<file path="src/rtl/final_pkg.sv">
// Shared types and defaults for the score collector / argmax slice.
package final_pkg;
  localparam int NUM_CLASSES = 10;
  localparam int SCORE_W     = 32;
  localparam int IDX_W       = 4;

  typedef logic signed [SCORE_W-1:0] score_t;

  typedef enum logic [1:0] {
    IDLE,
    COLLECT,
    DONE
  } collect_state_t;
endpackage

</file>
<file path="src/rtl/argmax_tracker.sv">
// Sequential running-max tracker; the first beat always seeds the max.
module argmax_tracker
  import final_pkg::*;
#(
  parameter int SCORE_W = final_pkg::SCORE_W,
  parameter int IDX_W   = final_pkg::IDX_W
) (
  input  logic                      clk,
  input  logic                      clear,
  input  logic                      load,
  input  logic [IDX_W-1:0]          idx,
  input  logic signed [SCORE_W-1:0] score,
  output logic signed [SCORE_W-1:0] max_val,
  output logic [IDX_W-1:0]          max_idx
);

  always_ff @(posedge clk) begin
    if (clear) begin
      max_val <= '0;
      max_idx <= '0;
    end else if (load && (idx == '0 || score > max_val)) begin
      // strict compare keeps the lowest index on ties
      max_val <= score;
      max_idx <= idx;
    end
  end

endmodule

</file>
<file path="src/rtl/score_argmax_collector.sv">
// Collects class scores into a result bank and tracks the argmax.
// Optional CPU cross-check enabled by SCORE_ARGMAX_CHECK_SW_EN.
module score_argmax_collector
  import final_pkg::*;
#(
  parameter int NUM_CLASSES = final_pkg::NUM_CLASSES,
  parameter int SCORE_W     = final_pkg::SCORE_W,
  parameter int IDX_W       = final_pkg::IDX_W
) (
  input  logic                             Clk,
  input  logic                             Reset,
  input  logic                             start,
  input  logic                             score_valid,
  input  logic signed [SCORE_W-1:0]        score_data,
  input  logic                             score_last,
  output logic                             score_ready,
  output logic [NUM_CLASSES*SCORE_W-1:0]   res_flat,
  output logic [IDX_W-1:0]                 hw_digit,
  output logic                             result_valid,
  output logic                             busy,
  output logic                             err_len,
  input  logic [3:0]                       sw_inference
`ifdef SCORE_ARGMAX_CHECK_SW_EN
  ,
  output logic                             sw_mismatch,
  output logic [15:0]                      mismatch_cnt
`endif
);

  collect_state_t state_q, state_d;
  logic [IDX_W-1:0] idx_q;
  logic [SCORE_W-1:0] bank [NUM_CLASSES];
  logic beat, at_end, frame_end;
  logic signed [SCORE_W-1:0] unused_max_val;

  assign beat      = score_valid && score_ready;
  assign at_end    = idx_q == IDX_W'(NUM_CLASSES-1);
  assign frame_end = beat && (score_last || at_end);

  always_comb begin
    state_d      = state_q;
    score_ready  = 1'b0;
    busy         = 1'b0;
    result_valid = 1'b0;
    unique case (state_q)
      IDLE: begin
        if (start) state_d = COLLECT;
      end
      COLLECT: begin
        busy        = 1'b1;
        score_ready = !start;
        if (start)          state_d = COLLECT;
        else if (frame_end) state_d = DONE;
      end
      DONE: begin
        result_valid = 1'b1;
        if (start) state_d = COLLECT;
      end
      default: state_d = IDLE;
    endcase
  end

  always_ff @(posedge Clk) begin
    if (Reset) begin
      state_q <= IDLE;
      idx_q   <= '0;
      err_len <= 1'b0;
      bank    <= '{default: '0};
    end else begin
      state_q <= state_d;
      if (start) begin
        idx_q   <= '0;
        err_len <= 1'b0;
        bank    <= '{default: '0};
      end else if (beat) begin
        bank[idx_q] <= score_data;
        idx_q       <= idx_q + 1'b1;
        // short frame or missing last flag both mark a bad length
        if (frame_end) err_len <= score_last ^ at_end;
      end
    end
  end

  for (genvar k = 0; k < NUM_CLASSES; k++) begin : g_res
    assign res_flat[k*SCORE_W +: SCORE_W] = bank[k];
  end

  argmax_tracker #(
    .SCORE_W (SCORE_W),
    .IDX_W   (IDX_W)
  ) u_tracker (
    .clk     (Clk),
    .clear   (Reset || start),
    .load    (beat),
    .idx     (idx_q),
    .score   (score_data),
    .max_val (unused_max_val),
    .max_idx (hw_digit)
  );

`ifdef SCORE_ARGMAX_CHECK_SW_EN
  logic [3:0] sw_base;
  logic       sw_seen;
  logic       entering_done;

  assign entering_done = (state_q == COLLECT) && (state_d == DONE);

  always_ff @(posedge Clk) begin
    if (Reset) begin
      sw_mismatch  <= 1'b0;
      mismatch_cnt <= '0;
      sw_base      <= '0;
      sw_seen      <= 1'b0;
    end else if (start) begin
      sw_mismatch <= 1'b0;
      sw_seen     <= 1'b0;
    end else if (entering_done) begin
      sw_base <= sw_inference;
    end else if (state_q == DONE && !sw_seen &&
                 sw_inference != sw_base &&
                 IDX_W'(sw_inference) != hw_digit) begin
      sw_mismatch <= 1'b1;
      sw_seen     <= 1'b1;
      if (mismatch_cnt != '1) mismatch_cnt <= mismatch_cnt + 1'b1;
    end
  end
`else
  logic unused_sw;
  assign unused_sw = ^sw_inference;
`endif

endmodule

</file>
<file path="config.mk">
export PLATFORM = sky130hd
export DESIGN_NAME = score_argmax_collector
export DESIGN_NICKNAME = d
export VERILOG_FILES = /design/src/rtl/final_pkg.sv /design/src/rtl/argmax_tracker.sv /design/src/rtl/score_argmax_collector.sv
export SDC_FILE = /design/constraint.sdc
export NUM_CORES = 1
export LEC_CHECK = 0
export ABC_CLOCK_PERIOD_IN_PS = 3400
export CAP_MARGIN = 40
export CORE_ASPECT_RATIO = 0.8
export CORE_MARGIN = 5
export CORE_UTILIZATION = 45
export DETAILED_ROUTE_END_ITERATION = 12
export GPL_TIMING_DRIVEN = 0
export PLACE_DENSITY = 0.83
export SETUP_SLACK_MARGIN = 0.1
export SYNTH_ARGS = -nofsm -noshare
export SYNTH_HDL_FRONTEND = slang
export SYNTH_SLANG_ARGS = --single-unit
</file>
<file path="constraint.sdc">
create_clock -name Clk -period 3.4 [get_ports Clk]
set_input_delay 1.02 -clock Clk [delete_from_list [all_inputs] [get_ports Clk]]
set_output_delay 1.02 -clock Clk [all_outputs]
set_load 0.005 [all_outputs]
</file>
Word-level counts from Yosys, hierarchy flattened
Index checks and enable logic that the tools add are counted.

Register bits after elaboration: 363. Input port bits: 41. Output and inout bits: 328. Word-level logic and storage cells: 50.

Add/sub/neg operators: 1. Order comparisons: 3. Eq/ne operators: 5. Muxes and demuxes: 10. Bitwise operators: 2. Reduce and logical (&&, ||, !) cells: 14.

Operator list (number): $bwmux 320 (1); $demux 32 s4 (1); $gt 32x32->1 (1); $mux 32 (1); $mux 2 (3); $ge 5x5->1 const B (1); $lt 5x1->1 const B (1); $not 4->5 (1); $add 4x1->4 const B (1); $eq 4x4->1 const B (1); $logic_and 1x1->1 (4); $logic_not 4->1 (1); $pmux 2 s2 (1); $reduce_and 2->1 (2); $reduce_or 2->1 (2); $logic_or 1x1->1 (3); $mux 1 (3); $ne 3x3->1 const B (1); $eq 2x1->1 const B (1); $eq 2x2->1 const B (1); $logic_not 2->1 (1); $ne 2x1->1 const B (1); $logic_not 1->1 (1); $xor 1x1->1 (1).

Longest topological paths before layout
Word-level depth: 7. Gate-level depth with buffers: 12. Gate-level depth less buffers: 9.

Hierarchy
A second synthesis with hierarchy kept.

Cells, all modules: 1402. Area, all modules: 14570.2 sq um.

By module, submodules not included: score_argmax_collector (times used 1, cells each 1122, area each 11986.5 sq um, seq. area each 6546.3 sq um); argmax_tracker (times used 1, cells each 280, area each 2583.7 sq um, seq. area each 720.7 sq um).

Worst setup path after synthesis
OpenSTA, ideal clock, no wires.

Path kind: input-to-reg. From: in score_data[31]. To: reg u_tracker.max_val[10]. Setup time: 0.072 ns. Arrival time: 2.862 ns. Required time: 3.328 ns. Setup slack: 0.466 ns. Stages on the path: 9. Buffers on the path: 2. Path through: ha_1 -> nand4_4 -> nor4_4 -> a31oi_1 -> nor3b_1 -> nor4_2 -> buf_6 -> buf_12 -> mux2i_1.

Word-level cells in the longest chain between the ends: 3.

RTL lines: start, declared (line score_argmax_collector.sv:14) `input logic signed [SCORE_W-1:0] score_data,`; $gt 32x32->1 (line argmax_tracker.sv:21) `end else if (load && (idx == '0 || score > max_val)) begin`; $logic_or 1x1->1 (line argmax_tracker.sv:21); $logic_and 1x1->1 (line argmax_tracker.sv:21); end signal, assigned (line argmax_tracker.sv:23) `max_val <= score;`; end, declared (line argmax_tracker.sv:13) `output logic signed [SCORE_W-1:0] max_val,`.

Every way passes these cells. A chain may end at the register's enable or synchronous reset.

Worst setup path in the final report
From: in score_data[25]. To: reg u_tracker.max_val[21].

Same word-level chain as after synthesis.

==> flow_metrics.tcl <==
set metrics [dict create \
    status "completed" \
    endpoint_kind "register" \
    routed_wirelength_um 53900 \
    finalSetupViolations 0 \
    fin_ws_ns 0.1351 \
    numCtsBuffers 36 \
    final_util_pct 63.89 \
    crit_top_cell "nor4_4" \
    wl_per_cell_um 20.64 \
    path_clk_slew_ns 0.06 \
    layout_common_cells "nand2_1 (734), dfxtp_1 (363), clkdlybuf4s50_1 (362)" \
    synth_xor_area_share_pct 0.1908 \
    syn_area_per_cell_sq_um 7.844 \
    synth_mux_area_share_pct 2.616 \
    drtIter0Drc 1138 \
    max_freq_mhz 306.3 \
    r2r_cells 10 \
    grt_pass1_wl_um 79480 \
    gp_congestion 0.9116 \
    synth_compound_area_share_pct 12.98 \
    maxCapViolations 0 \
    worstSetupEndpoint "u_tracker.max_val[21]" \
    finalNetCount 2252 \
    design_area_sq_um 19370 \
    hold_violations 0 \
    fin_setup_tns_ns 0 \
    clock-root-buffer "clkbuf_16" \
    whs_ns 0.4529 \
    dieArea_sq_um 34230 \
    crit_path_top_delay_cell "clkdlybuf4s50_1" \
    synth-simple-area-share_pct 22.38 \
    syn_nets 1834 \
    clock_latency_ns 0.53 \
    critical_path_class "in2reg" \
    grt_max_degree 15 \
    ys_seq_area_share_pct 52.76 \
    antennaDiodeCount 0 \
    die_h_um 166.5 \
    initial_core_util_pct 45.44 \
    grtUsageTotal_pct 30.04 \
    r2r_start "u_tracker.max_val[26]" \
    cp_cell_sequence "clkdlybuf4s50_1 -> ha_1 -> nand4_4 -> nor4_4 -> a31oi_2 -> and3_2 -> nor4_4 -> buf_6 -> buf_12 -> mux2i_1" \
    yosysUniqueCellTypes 40 \
    synth_top_family_by_area "simple AND/OR/NAND/NOR gates" \
    coreArea_sq_um 30310 \
    drive_gt1_share_pct 5.414 \
    hold_path.class "reg2reg" \
    power.density_nw_per_um2 455.1 \
    cts_max_level 2 \
    crit_start "score_data[25]" \
    p_total_mw 8.813 \
    hpwl_um 40240 \
    critical_path_arrival_ns 3.71 \
    syn_to_final_growth_pct 40.59 \
    min_period_ns 3.265 \
    netlist_area_sq_um 13770 \
    grt_pass1_vias 13310 \
    reg2reg_slack_ns 0.76 \
    die_w_um 205.6 \
    cts_tree "yes" \
    r2r-end "u_tracker.max_val[21]" \
    slowest_delay_ns 0.46 \
    portBuffers 364 \
    leakage_nw 6.491 \
    yosysWarningCount 0 \
    layout_commonest_cell "nand2_1" \
    dp.cells 2544 \
    irDropWorstVdd_mv 0.3364 \
    vias 14010 \
    post_drt_via_cell_ratio 5.367 \
    max_slew_margin_pct 37.92 \
    critPathBufInv 3 \
    cts_sinks 363 \
    placed_area_sq_um 18080 \
    drc 0 \
    synthAdderAreaFrac_pct 3.361 \
    cp-start-kind "primary input" \
    drt-pass1-iter-count 6 \
    pin_count 369 \
    ys_seq_elements 363 \
    antenna_found_initial 0 \
    slew_viol_final 0 \
    fin_cells 2611 \
    path_max_fanout 10 \
    hold_buffers 0 \
    rows 57 \
    place_ws_ns -0.4034 \
    worstMarginPinSlew_ns 0.9312 \
    cts_buffer_depth 3 \
    post-route-period-util_pct 96.03 \
    cpLargestDelayFamily "simple AND/OR/NAND/NOR gates" \
    required_ns 3.85 \
    fillers 2497 \
    rsz0062_at_grt "false" \
    grt_overflow 0 \
    finClkSkew_ns 0.01766 \
    netlist_instances 1756 \
    path_depth 10 \
    drtAntennaViolNets 0 \
]
routing by layer:
metal | vias up | track usage (%) | wire (um)
met5 | - | 0 | 0
met4 | 0 | 10.68 | 2025
met3 | 158 | 9.526 | 6578
met2 | 774 | 47.28 | 23980
met1 | 6609 | 39.01 | 21310
li1 | 6471 | - | -
repair_timing:
item / in CTS / in global routing
setup buffers: 0 / 5
resized for setup: 1 / 11
setup endpoints to repair: 1 / 30
pin swaps: 1 / 6
gates cloned: 0 / 0
final cells by class:
| type | count | area [sq um] | area share (%) |
|---|---|---|---|
| flip-flops and latches | 363 | 7267 | 37.52 |
| multi-input cells | 1209 | 5779 | 29.84 |
| repair buffers | 380 | 3825 | 19.75 |
| clock buffers | 55 | 1094 | 5.647 |
| plain buffers | 149 | 656.9 | 3.392 |
| well taps | 413 | 516.7 | 2.668 |
| inverters | 35 | 131.4 | 0.6784 |
| clock inverters | 7 | 96.34 | 0.4975 |
state kept, by name, summed over array words and instances (netlist names):
signal and cells:
res_flat 320, u_tracker.max_val 32, err_len 1, u_tracker.max_idx 4, idx_q 4, state_q 2
cells by family (layout without fill, tap and decap cells):
| group | Yosys count | after routing |
|---|---|---|
| AOI/OAI and AO/OA | 351 | 351 |
| xor gates and xnor gates | 3 | 3 |
| adders and majority gates | 37 | 37 |
| buffers and inverters | 184 | 626 |
| DFF | 363 | 363 |
| muxes | 36 | 36 |
| and+or+nand+nor | 782 | 782 |
cell usage after synthesis (all sizes together):
master | n | area [sq um]
or2 | 1 | 6.260
o31a | 1 | 8.760
nor4 | 2 | 33.78
nand3 | 5 | 25.02
xnor2 | 1 | 8.760
a22oi | 1 | 7.510
o211ai | 2 | 15.01
nand2 | 734 | 2755
inv | 35 | 131.4
xor2 | 2 | 17.52
nor2b | 4 | 25.02
ha | 37 | 462.9
a21oi | 336 | 1682
nand4 | 8 | 71.32
and3 | 2 | 13.77
a31oi | 1 | 6.260
mux2i | 36 | 360.4
o2111a | 1 | 11.26
o21a | 1 | 7.510
a211oi | 3 | 22.52
nor3b | 2 | 20.02
nor2 | 11 | 43.80
clkbuf | 115 | 431.7
o21ai | 4 | 20.02
a21boi | 1 | 7.510
nand2b | 1 | 6.260
dfxtp | 363 | 7267
nor3 | 3 | 26.28
buf | 34 | 224.0
and2 | 9 | 56.30
where the power goes:
| part | switching [mW] | internal, mW | total (mW) | leakage [nW] |
|---|---|---|---|---|
| registers | 0.00712 | 4.26 | 4.27 | 2.92 |
| clock network | 1.68 | 2.37 | 4.06 | 0.587 |
| logic | 0.332 | 0.155 | 0.487 | 2.98 |
| total | 2.02 | 6.79 | 8.81 | 6.49 |
worst reg2reg max path: stages (launching register included):
cell and delay, ns:
dfxtp_1 0.34, inv_1 0.05, ha_1 0.34, nand4_4 0.16, nor4_4 0.41, a31oi_2 0.17, and3_2 0.25, nor4_4 0.27
buf_6 0.20, buf_12 0.17, mux2i_1 0.21
worst min-delay path by stage:
stage	startpoint	end	slack [ns]	cells after the start
2_1_floorplan	u_tracker.max_val[10]	u_tracker.max_val[10]	0.44	2
3_3_place_gp	res_flat[93]	res_flat[93]	0.44	2
3_5_place_dp	res_flat[68]	res_flat[68]	0.45	2
4_1_cts	res_flat[30]	res_flat[30]	0.45	2
5_1_grt	res_flat[41]	res_flat[41]	0.47	2
6_report	res_flat[225]	res_flat[225]	0.45	2
Power figures use the tool's default switching activity.
